File: config.mk
export PLATFORM = sky130hd
export DESIGN_NAME = truth_table_sweeper_flat
export DESIGN_NICKNAME = d
export VERILOG_FILES = /design/src/rtl/truth_table_sweeper_if.sv /design/src/rtl/truth_table_sweeper.sv /design/src/flat_wrapper.sv
export SDC_FILE = /design/constraint.sdc
export NUM_CORES = 1
export LEC_CHECK = 0
export CORE_AREA = 2 2 71 56
export DETAILED_ROUTE_END_ITERATION = 10
export DIE_AREA = 0 0 73 58
export PLACE_DENSITY = 0.89
export SLEW_MARGIN = 0
export SYNTH_ARGS = -nofsm -noshare
export SYNTH_HDL_FRONTEND = slang
export SYNTH_SLANG_ARGS = --single-unit
File: constraint.sdc
create_clock -name clk -period 3.1 [get_ports clk]
set_clock_uncertainty 0.2 [all_clocks]
set_input_delay 0.465 -clock clk [delete_from_list [all_inputs] [get_ports clk]]
set_output_delay 0.465 -clock clk [all_outputs]
set_load 0.005 [all_outputs]
File: src/rtl/truth_table_sweeper_if.sv
// Signal bundle between the truth-table sweeper and the function block / host around it.
`timescale 1ns/1ps
interface truth_table_sweeper_if;
    logic        start;
    logic        A;
    logic        B;
    logic        C;
    logic        D;
    logic        F;
    logic [15:0] expected;
    logic [15:0] table_out;
    logic        busy;
    logic        done;
    logic        match;

    modport master (
        output start, F, expected,
        input  A, B, C, D, table_out, busy, done, match
    );

    modport slave (
        input  start, F, expected,
        output A, B, C, D, table_out, busy, done, match
    );
endinterface

File: src/rtl/truth_table_sweeper.sv
// Drives all 16 {A,B,C,D} vectors, settles, samples F and assembles a truth table.
// Optional golden-table comparator: define TRUTH_TABLE_COMPARE_EN.
`timescale 1ns/1ps
module truth_table_sweeper #(
    parameter int unsigned SETTLE_CYCLES = 1
) (
    input  logic                  clk,
    input  logic                  rst,
    truth_table_sweeper_if.slave  bus
);
    // state    | meaning
    // S_IDLE   | waiting for start after reset
    // S_DRIVE  | vector idx driven, settle counter running
    // S_SAMPLE | capture F into table_out[idx], advance or finish
    // S_DONE   | table complete, outputs held until next start
    typedef enum logic [1:0] {
        S_IDLE,
        S_DRIVE,
        S_SAMPLE,
        S_DONE
    } state_t;

    localparam logic [7:0] SETTLE_LOAD = 8'(SETTLE_CYCLES - 1);

    state_t      state_q, state_d;
    logic [3:0]  idx_q, idx_d;
    logic [7:0]  cnt_q, cnt_d;
    logic [15:0] table_q, table_d;
    logic        busy_q, busy_d;
    logic        done_q, done_d;

`ifdef TRUTH_TABLE_COMPARE_EN
    logic        match_q, match_d;
`else
    logic        unused_expected;
    assign unused_expected = ^bus.expected;
`endif

    always_comb begin
        state_d = state_q;
        idx_d   = idx_q;
        cnt_d   = cnt_q;
        table_d = table_q;
        busy_d  = busy_q;
        done_d  = done_q;
`ifdef TRUTH_TABLE_COMPARE_EN
        match_d = match_q;
`endif
        case (state_q)
            S_IDLE, S_DONE: begin
                if (bus.start) begin
                    state_d = S_DRIVE;
                    idx_d   = 4'd0;
                    cnt_d   = SETTLE_LOAD;
                    table_d = 16'h0000;
                    busy_d  = 1'b1;
                    done_d  = 1'b0;
`ifdef TRUTH_TABLE_COMPARE_EN
                    match_d = 1'b0;
`endif
                end
            end
            S_DRIVE: begin
                if (cnt_q != 8'd0) begin
                    cnt_d = cnt_q - 8'd1;
                end else begin
                    state_d = S_SAMPLE;
                end
            end
            S_SAMPLE: begin
                table_d[idx_q] = bus.F;
                if (idx_q != 4'd15) begin
                    idx_d   = idx_q + 4'd1;
                    cnt_d   = SETTLE_LOAD;
                    state_d = S_DRIVE;
                end else begin
                    // idx stays at 15 so the held vector in DONE is 4'b1111
                    state_d = S_DONE;
                    busy_d  = 1'b0;
                    done_d  = 1'b1;
`ifdef TRUTH_TABLE_COMPARE_EN
                    match_d = (table_d == bus.expected);
`endif
                end
            end
            default: state_d = S_IDLE;
        endcase
    end

    always_ff @(posedge clk or posedge rst) begin
        if (rst) begin
            state_q <= S_IDLE;
            idx_q   <= 4'd0;
            cnt_q   <= 8'd0;
            table_q <= 16'h0000;
            busy_q  <= 1'b0;
            done_q  <= 1'b0;
        end else begin
            state_q <= state_d;
            idx_q   <= idx_d;
            cnt_q   <= cnt_d;
            table_q <= table_d;
            busy_q  <= busy_d;
            done_q  <= done_d;
        end
    end

`ifdef TRUTH_TABLE_COMPARE_EN
    always_ff @(posedge clk or posedge rst) begin
        if (rst) begin
            match_q <= 1'b0;
        end else begin
            match_q <= match_d;
        end
    end
    assign bus.match = match_q;
`else
    assign bus.match = 1'b0;
`endif

    // Vector outputs come straight from the idx flop, so they are glitch-free.
    assign {bus.A, bus.B, bus.C, bus.D} = idx_q;
    assign bus.table_out = table_q;
    assign bus.busy      = busy_q;
    assign bus.done      = done_q;
endmodule

File: src/flat_wrapper.sv
// flat-port wrapper written by rule: the top's interface ports become plain ports
module truth_table_sweeper_flat 
#(
    parameter int unsigned SETTLE_CYCLES = 1
)
  (clk, rst, bus_start, bus_F, bus_expected, bus_A, bus_B, bus_C, bus_D, bus_table_out, bus_busy, bus_done, bus_match);
  truth_table_sweeper_if bus_i ();
  input  logic clk;
  input  logic rst;
  input wire logic [$bits(bus_i.start)-1:0] bus_start;
  input wire logic [$bits(bus_i.F)-1:0] bus_F;
  input wire logic [$bits(bus_i.expected)-1:0] bus_expected;
  output wire logic [$bits(bus_i.A)-1:0] bus_A;
  output wire logic [$bits(bus_i.B)-1:0] bus_B;
  output wire logic [$bits(bus_i.C)-1:0] bus_C;
  output wire logic [$bits(bus_i.D)-1:0] bus_D;
  output wire logic [$bits(bus_i.table_out)-1:0] bus_table_out;
  output wire logic [$bits(bus_i.busy)-1:0] bus_busy;
  output wire logic [$bits(bus_i.done)-1:0] bus_done;
  output wire logic [$bits(bus_i.match)-1:0] bus_match;
  assign bus_i.start = bus_start;
  assign bus_i.F = bus_F;
  assign bus_i.expected = bus_expected;
  assign bus_A = bus_i.A;
  assign bus_B = bus_i.B;
  assign bus_C = bus_i.C;
  assign bus_D = bus_i.D;
  assign bus_table_out = bus_i.table_out;
  assign bus_busy = bus_i.busy;
  assign bus_done = bus_i.done;
  assign bus_match = bus_i.match;
  truth_table_sweeper #(.SETTLE_CYCLES(SETTLE_CYCLES)) u_core (.clk(clk), .rst(rst), .bus(bus_i));
endmodule
* After elaboration in Yosys (flattened, before gate mapping)
Index checks and enable logic that the tools add are counted.
** Word-level totals
- Register bits :: 32
- Word-level logic and storage cells :: 51
** Cells by class
- Add/subtract/negate cells :: 2
- Order comparisons :: 2
- Equality and inequality tests :: 9
- Muxes and demuxes :: 22
- Reductions and logical operators :: 10
** Operators by type and width (count)
- $pmux 16 s2 :: 1
- $mux 8 :: 3
- $pmux 8 s3 :: 1
- $bwmux 16 :: 1
- $mux 16 :: 1
- $reduce_and 3->1 :: 3
- $mux 4 :: 2
- $pmux 4 s2 :: 1
- $reduce_bool 8->1 :: 1
- $sub 8x1->8 const B :: 1
- $mux 2 :: 3
- $ne 2x2->1 const B :: 3
- $pmux 2 s3 :: 1
- $lt 4x5->1 const B :: 1
- $mux 1 :: 5
- $add 4x1->4 const B :: 1
- $demux 1 s4 :: 1
- $eq 2x2->1 const B :: 2
- $ge 4x1->1 const B :: 1
- $ne 2x1->1 const B :: 2
- $ne 4x4->1 const B :: 1
- $pmux 1 s2 :: 2
- $reduce_and 2->1 :: 2
- $eq 2x1->1 const B :: 1
- other kinds (4) :: 4

* Depth between registers and ports, before layout
Gate-level depths: netlist of run 1.
- Word-level depth :: 6
- Mapped depth :: 7
- Gate-level depth less buffers :: 6

* Worst setup path after synthesis of run 1
OpenSTA, ideal clock, no wires.
- Path kind :: register to register
- From :: register u_core.idx_q[0]
- To :: register u_core.cnt_q[7]
- Data arrival time :: 1.654 ns
- Data required time :: 2.813 ns
- Setup slack :: 1.160 ns
- Stages on the path, launching flop included :: 7
- Buffers on the path :: 1
- Clock period less this slack :: 1.940 ns
- Cell sequence :: dfrtp_1 -> ha_1 -> clkbuf_1 -> nand4_1 -> nand2_1 -> or4b_1 -> o211ai_1
** On the way
- Longest elaborated chain between the ends :: 3
** RTL lines
- start, declared :: line truth_table_sweeper.sv:26 : logic [3:0] idx_q, idx_d;
- start signal, assigned :: line truth_table_sweeper.sv:100 : idx_q <= idx_d;
- $ne 4x4->1 :: line truth_table_sweeper.sv:72 : if (idx_q != 4'd15) begin
- $ne 2x1->1 (no line)
- $reduce_and 3->1 (no line)
- end signal, assigned :: line truth_table_sweeper.sv:101 : cnt_q <= cnt_d;
- end, declared :: line truth_table_sweeper.sv:27 : logic [7:0] cnt_q, cnt_d;
Every way passes these cells.
A chain may end at the register's enable or synchronous reset.

* Worst setup path after layout of run 1
- From :: register u_core.state_q[0]
- To :: register u_core.table_q[8] (netlist: u_core.bus.table_out[8])
** On the way
- Longest elaborated chain between the ends :: 4
- Elaborated cells between the ends (all ways) :: 8
- Classes of those cells :: eq/ne (3); mux (1); reduce/logical (4)
** RTL lines
- start, declared :: line truth_table_sweeper.sv:25 : state_t state_q, state_d;
- start signal, assigned :: line truth_table_sweeper.sv:99 : state_q <= state_d;
- $eq 2x2->1 or $logic_not 2->1 (tied branches) :: line truth_table_sweeper.sv:49 : case (state_q)
- $reduce_or 2->1 :: line truth_table_sweeper.sv:49
- $ne 2x2->1 (no line) or $reduce_bool 2->1 (tied branches)
- $reduce_and 2->1 (no line)
- end signal, assigned :: line truth_table_sweeper.sv:102 : table_q <= table_d;
- end, declared :: line truth_table_sweeper.sv:28 : logic [15:0] table_q, table_d;
Parallel ways exist; a longest one is shown, timed or not.

==> results of run 1 <==
logic make-up (layout without fill, tap and decap cells):
logic type                 count (synthesis)  count (layout)  synth area share [%]
DFF                                       32              32                  43.9
and+or+nand+nor                           82              82                  21.9
muxes                                     17              17                  9.33
adders and majority gates                  9               9                  6.18
buffers and inverters                     22              48                  4.80
AOI/OAI and AO/OA                         44              44                  13.7
other                                      1               1                 0.206
cell usage after synthesis, types with 2 or more instances:
cell type	number
nor2_1	12
nor2b_1	4
o21ai_0	21
mux2i_1	17
inv_1	12
ha_1	9
nor3b_1	2
dfrtp_1	32
nand2_1	35
or3_1	4
o22ai_1	3
nand3_1	11
o211ai_1	3
a21oi_1	10
nand2b_1	2
clkbuf_1	8
or4_1	2
cell usage in the layout (no fill, tap or decap), drive strengths merged:
| cell type | n |
|---|---|
| nand2b | 2 |
| nor2 | 12 |
| or4b | 1 |
| nor3b | 2 |
| nand4 | 1 |
| dfrtp | 32 |
| and3 | 1 |
| nor2b | 4 |
| o22a | 1 |
| or2 | 2 |
| or3 | 4 |
| nand2 | 35 |
| ha | 9 |
| a21oi | 10 |
| o31ai | 1 |
| o21ai | 22 |
| inv | 12 |
| nor3 | 1 |
| or3b | 1 |
| buf | 3 |
| o211ai | 3 |
| nor4 | 1 |
| clkinv | 2 |
| or4 | 4 |
| o22ai | 3 |
| mux2i | 17 |
| clkdlybuf4s50 | 25 |
| o32ai | 1 |
| o221ai | 1 |
| clkbuf | 6 |
| nand3 | 11 |
| conb | 1 |
| a22oi | 1 |
| a31oi | 1 |
sequential cells by signal, summed over array words and instances, names as in the netlist:
| signal | flops |
|---|---|
| u_core.bus.table_out | 16 |
| u_core.cnt_q | 8 |
| u_core.idx_q | 4 |
| u_core.state_q | 2 |
| u_core.bus.busy | 1 |
| u_core.bus.done | 1 |
where the power goes:
group          leakage, nW  switching, mW  internal [mW]
registers            0.433         0.0658          0.485
clock network       0.0510          0.165          0.177
logic                0.525          0.476          0.299
total                 1.01          0.707          0.961
critical path: stages (launching register included):
cell     delay (ns)
dfrtp_1        0.37
inv_1          0.06
ha_1           0.37
mux2i_1        0.17
nor2b_1        0.77
mux2i_1        0.16
o21ai_0        0.20
per-stage QoR:
step	setup slack, ns	hold slack (ns)	cells	power, mW	area [um^2]
6_report	0.713	0.312	275	1.67	2200
5_1_grt	0.486	0.340	275	1.80	2200
4_1_cts	0.697	0.317	275	1.66	2200
3_5_place_dp	0.562	0.299	267	1.32	2110
3_3_place_gp	0.664	0.289	267	1.29	2110
2_1_floorplan	1.16	0.294	207	1.12	1820
area by class of cell:
class,instances,area (um^2),area share (%)
clock inverter,2,10.0,0.455
timing repair buffer,28,273,12.4
sequential,32,801,36.4
clock buffer,6,82.6,3.76
tap,42,52.6,2.39
inverter,12,45.0,2.05
multi-input combinational,153,935,42.5
worst max-delay path by stage:
| stage | end | slack (ns) |
|---|---|---|
| after floorplan | u_core.cnt_q[7]$_DFFE_PP0P_ | 1.16 |
| after global placement | u_core.bus.table_out[0]$_DFFE_PP0P_ | 0.66 |
| after detailed placement | u_core.bus.table_out[10]$_DFFE_PP0P_ | 0.56 |
| after CTS | u_core.bus.table_out[8]$_DFFE_PP0P_ | 0.70 |
| after global routing | u_core.bus.table_out[5]$_DFFE_PP0P_ | 0.49 |
| final | u_core.bus.table_out[8]$_DFFE_PP0P_ | 0.71 |
routing by layer:
metal / track usage [%] / wire length, um / up-vias
met5: 0 / 0 / -
met4: 10.6 / 78 / 0
met3: 3.83 / 293 / 8
met2: 32.2 / 1870 / 48
met1: 30.6 / 1910 / 746
li1: - / - / 766
==> results_dict.tcl, run 1 <==
set metrics [dict create \
    time_the_final_worst_path_needs_with_i_o_delays_and_setup_ns 2.39 \
    gpl.final_weighted_congestion 0.806 \
    timing.hold.worst.class "flop to flop" \
    die-width_um 73 \
    worst_hold_endpoint "u_core.bus.table_out[6]$_DFFE_PP0P_" \
    worst_case_clock_buffer_depth 2 \
    critical_path.reg2reg.startpoint "u_core.state_q[0]$_DFFE_PP0P_" \
    dr_total_vias 1568 \
    starting_density_of_the_core_pct 51.5 \
    drt-total-wl_um 4150 \
    vias_in_the_first_global_route 1496 \
    cts-hold-fix-buffers 0 \
    grt_first_pass_wirelength_um 6910 \
    timing.final.hold_violations 0 \
    grt_antenna_before_repair 0 \
    vdd_ir_drop_max_mv 0.397 \
    path_clk_slew_ns 0.07 \
    postRouteAntennaNets 0 \
    synth_edf_count 0 \
    die_h_um 58 \
    tightest_slew_ns 0.972 \
    post_drt_via_cell_ratio 5.70 \
    grt_overflow_total 0 \
    yosys_warnings 0 \
    rsz0062_at_grt "false" \
    cts_setup_buffers 0 \
    synth.ff_latch_count 32 \
    r2r_cells 6 \
    syn_inst 207 \
    worstSetupPathType "flop to flop" \
    clock_buffer_count_from_cts 5 \
    numClockSinks 32 \
    synth.area.top_cells "dfrtp_1 44%, mux2i_1 9.3%, nand2_1 7.2%" \
    synth_top_cell_by_area "dfrtp_1" \
    htreeDepth 2 \
    hold_path.startpoint "u_core.bus.table_out[6]$_DFFE_PP0P_" \
    r2r_slack_ns 0.71 \
    report.final.setup_viol 0 \
    crit_start "u_core.state_q[0]$_DFFE_PP0P_" \
    netlist-cell-type-count 37 \
    leakagePower_nw 1.01 \
    max_clock_freq_ghz 0.419 \
    worst_setup_path_start_kind "flop" \
    reg2reg_to "u_core.bus.table_out[8]$_DFFE_PP0P_" \
    synth.avg_cell_area_um2 8.81 \
    timing.critical_path.required_ns 3.12 \
    async_flop_share_pct 100 \
    yosys.area.top_type_share_pct 43.9 \
    detailedPlacementHpwl_um 2870 \
    worst-endpoint-arrival_ns 2.40 \
    cp-end-kind "flop" \
    fin_tns_setup_ns 0 \
    cts_tree "yes" \
    grt_max_degree 33 \
    utilization_pct 62.1 \
    die_area_um2 4230 \
    min_delay_path_depth 2 \
    drv_cap 0 \
    ys.flop_type "dfrtp_1" \
    io_buffers 25 \
    globalRouteTotalUtil_pct 21.6 \
    drt_first_pass_iters 4 \
    powerDensity_nw_per_um2 759 \
    wl_per_instance_um 15.1 \
    drt_first_iter_violations 208 \
    mappedNetlistArea_um2 1820 \
    maxSlewHeadroom_pct 35.1 \
    timing.final.crit_share_pct 77.0 \
    post_route_cells_drive_above_1_share_pct 6.44 \
    crit_fanout 14 \
    synth-seq-area-share_pct 43.9 \
    num_antenna_cells 0 \
    report.final.slew_viol_count 0 \
    nets_finish 261 \
    core_region_area_um2 3540 \
    nFillCells 307 \
    syn-num-nets 236 \
    drc 0 \
    cts.repair.resized 0 \
    run_status "completed" \
    insertion_delay_ns 0.30 \
    root_buffer_cell "clkbuf_8" \
    total_number_of_placement_rows 19 \
    boundaryPins 43 \
    area_delta_synth_final_pct 20.6 \
]
No activity file was read; power rests on OpenSTA's default activity.
==> run 2, diff against run 1 <==
- CORE_AREA: 2 2 71 56 -> 2 2 77 61
- DIE_AREA: 0 0 73 58 -> 0 0 79 63
- PLACE_DENSITY: 0.89 -> 0.8
- clock period: 3.1 -> 2.1 ns (I/O delays scaled with it)
==> results_dict.tcl, run 2 (synthesis gave the netlist of run 1 again) <==
set metrics [dict create \
    run_status "completed" \
    fin_tns_setup_ns 0 \
    r2r_slack_ns 0.1 \
    path_clk_slew_ns 0.07 \
    final.hold.worst_slack_ns 0.225 \
    seq_power_share_pct 31.5 \
    worst_setup_path_start_kind "flop" \
    die_h_um 63 \
    worstSetupPathType "flop to flop" \
    vias_in_the_first_global_route 1473 \
    critical_path.cell_chain "inv_1, ha_1, nand2b_1, nand3_2, or4_2, nand3_1" \
    die-width_um 79 \
    root_buffer_cell "clkbuf_8" \
    cp_slowest_cell "or4_2" \
    global_route_met3_usage_pct 5.64 \
    drc 0 \
    worst-endpoint-arrival_ns 2.02 \
    mostFrequentLayoutCells "35 x nand2_1, 32 x dfrtp_1, 25 x clkdlybuf4s50_1" \
    cts_tree "yes" \
    starting_density_of_the_core_pct 42.8 \
    boundaryPins 43 \
    post_route_cells_drive_above_1_share_pct 11.4 \
    grt_max_degree 33 \
    cp_top_family "simple AND/OR/NAND/NOR gates" \
    worst_case_clock_buffer_depth 2 \
    report.final.slew_viol_count 0 \
    grt.busiest_layer "met1" \
    io_buffers 25 \
    detailedPlacementHpwl_um 2970 \
    p_int_mw 1.50 \
    critical_path.reg2reg.startpoint "u_core.state_q[0]$_DFFE_PP0P_" \
    leakagePower_nw 1.07 \
    insertion_delay_ns 0.28 \
    timing.critical_path.required_ns 2.12 \
    timing.hold.worst.class "primary input to async pin" \
    nFillCells 390 \
    powerDensity_nw_per_um2 1100 \
    timing.critical_path.buf_inv 1 \
    timing.final.crit_share_pct 95.3 \
    cp-end-kind "flop" \
    clock_buffer_count_from_cts 5 \
    grt_first_pass_wirelength_um 7080 \
    wl_per_instance_um 13.8 \
    switching_share_pct 41.2 \
    die_area_um2 4980 \
    area_delta_synth_final_pct 26.8 \
    final_common_cell "nand2_1" \
    vdd_ir_drop_max_mv 0.536 \
    numClockSinks 32 \
    core_region_area_um2 4260 \
    htreeDepth 2 \
    drt-total-wl_um 4190 \
    globalRouteMet2Util_pct 24.3 \
    num_antenna_cells 0 \
    rsz0062_at_grt "false" \
    report.final.setup_viol 0 \
    total_switching_power_mw 1.05 \
    crit_start "u_core.state_q[0]$_DFFE_PP0P_" \
    globalRouteTotalUtil_pct 18.4 \
    drt_first_iter_violations 146 \
    post_drt_via_cell_ratio 5.18 \
    crit_fanout 6 \
    power.combinational.fraction_pct 51.2 \
    drt_first_pass_iters 4 \
    power.share.clock_pct 17.4 \
    largest_register_ffs 16 \
    total_number_of_placement_rows 21 \
    cts-hold-fix-buffers 0 \
    postRouteAntennaNets 0 \
    dr_total_vias 1569 \
    grt_overflow_total 0 \
    gpl.final_weighted_congestion 0.906 \
    grt.met1_usage_pct 28.5 \
    nets_finish 275 \
    worst_path_largest_cell_delay_ns 0.55 \
    grt_antenna_before_repair 0 \
    max_clock_freq_ghz 0.500 \
    time_the_final_worst_path_needs_with_i_o_delays_and_setup_ns 2.00 \
    drv_cap 0 \
    timing.final.hold_violations 0 \
]
run 2: repair_timing:
item                       4_1_cts  5_1_grt
setup endpoints to repair        0        2
buffers inserted                 0        0
gates resized for setup          0        2
run 2: cell type report:
type / count / area [um^2] / area share [%]
multi-input cells: 153 / 940 / 40.6
flip-flops and latches: 32 / 801 / 34.6
clock buffers: 6 / 72.6 / 3.14
well taps: 57 / 71.3 / 3.08
clock inverters: 1 / 5.00 / 0.216
repair buffers: 42 / 378 / 16.3
inverters: 12 / 45.0 / 1.95
run 2: worst register-to-register path: cells and delay by family, from the launching register on:
family	cells	cell delay, ns
adders and majority gates	1	0.35
buffers and inverters	1	0.07
DFF	1	0.38
and+or+nand+nor	4	0.94
run 2: path summary, 6_finish.rpt:
path                                                        endpoint  cells past startpoint
worst min-delay path                     u_core.idx_q[0]$_DFFE_PP0P_                      3
worst max register to register           u_core.cnt_q[4]$_DFFE_PP0P_                      6
worst max-delay path                     u_core.cnt_q[4]$_DFFE_PP0P_                      6
min in group clk                u_core.bus.table_out[10]$_DFFE_PP0P_                      2
worst min register to register  u_core.bus.table_out[10]$_DFFE_PP0P_                      2
max in group asynchronous                u_core.idx_q[1]$_DFFE_PP0P_                      3
run 2: power groups by stage:
stage / Clock [mW] / Sequential (mW) / Combinational [mW]
global placement: 0 / 0.801 / 1.24
finish: 0.443 / 0.801 / 1.30
CTS: 0.451 / 0.798 / 1.28
floorplan: 0 / 0.800 / 0.855
global route: 0.494 / 0.815 / 1.46
detailed placement: 0 / 0.806 / 1.28
run 2: per-layer routing:
layer,vias to the layer above,part of all wire (%)
met5,-,0
met4,0,1.0
met3,6,5.6
met2,50,41
met1,721,52
li1,792,-
run 2: per-stage QoR:
stage / worst slack [ns] / cell area, um^2 / utilization (%) / total power, mW / cells
final: 0.0987 / 2310 / 54.3 / 2.55 / 303
after global routing: 0.0125 / 2310 / 54.3 / 2.77 / 303
after CTS: 0.0779 / 2310 / 54.2 / 2.53 / 303
after detailed placement: 0.0108 / 2230 / 52.4 / 2.08 / 296
after global placement: 0.0217 / 2230 / 52.4 / 2.04 / 296
after floorplan: 0.160 / 1820 / - / 1.65 / 207
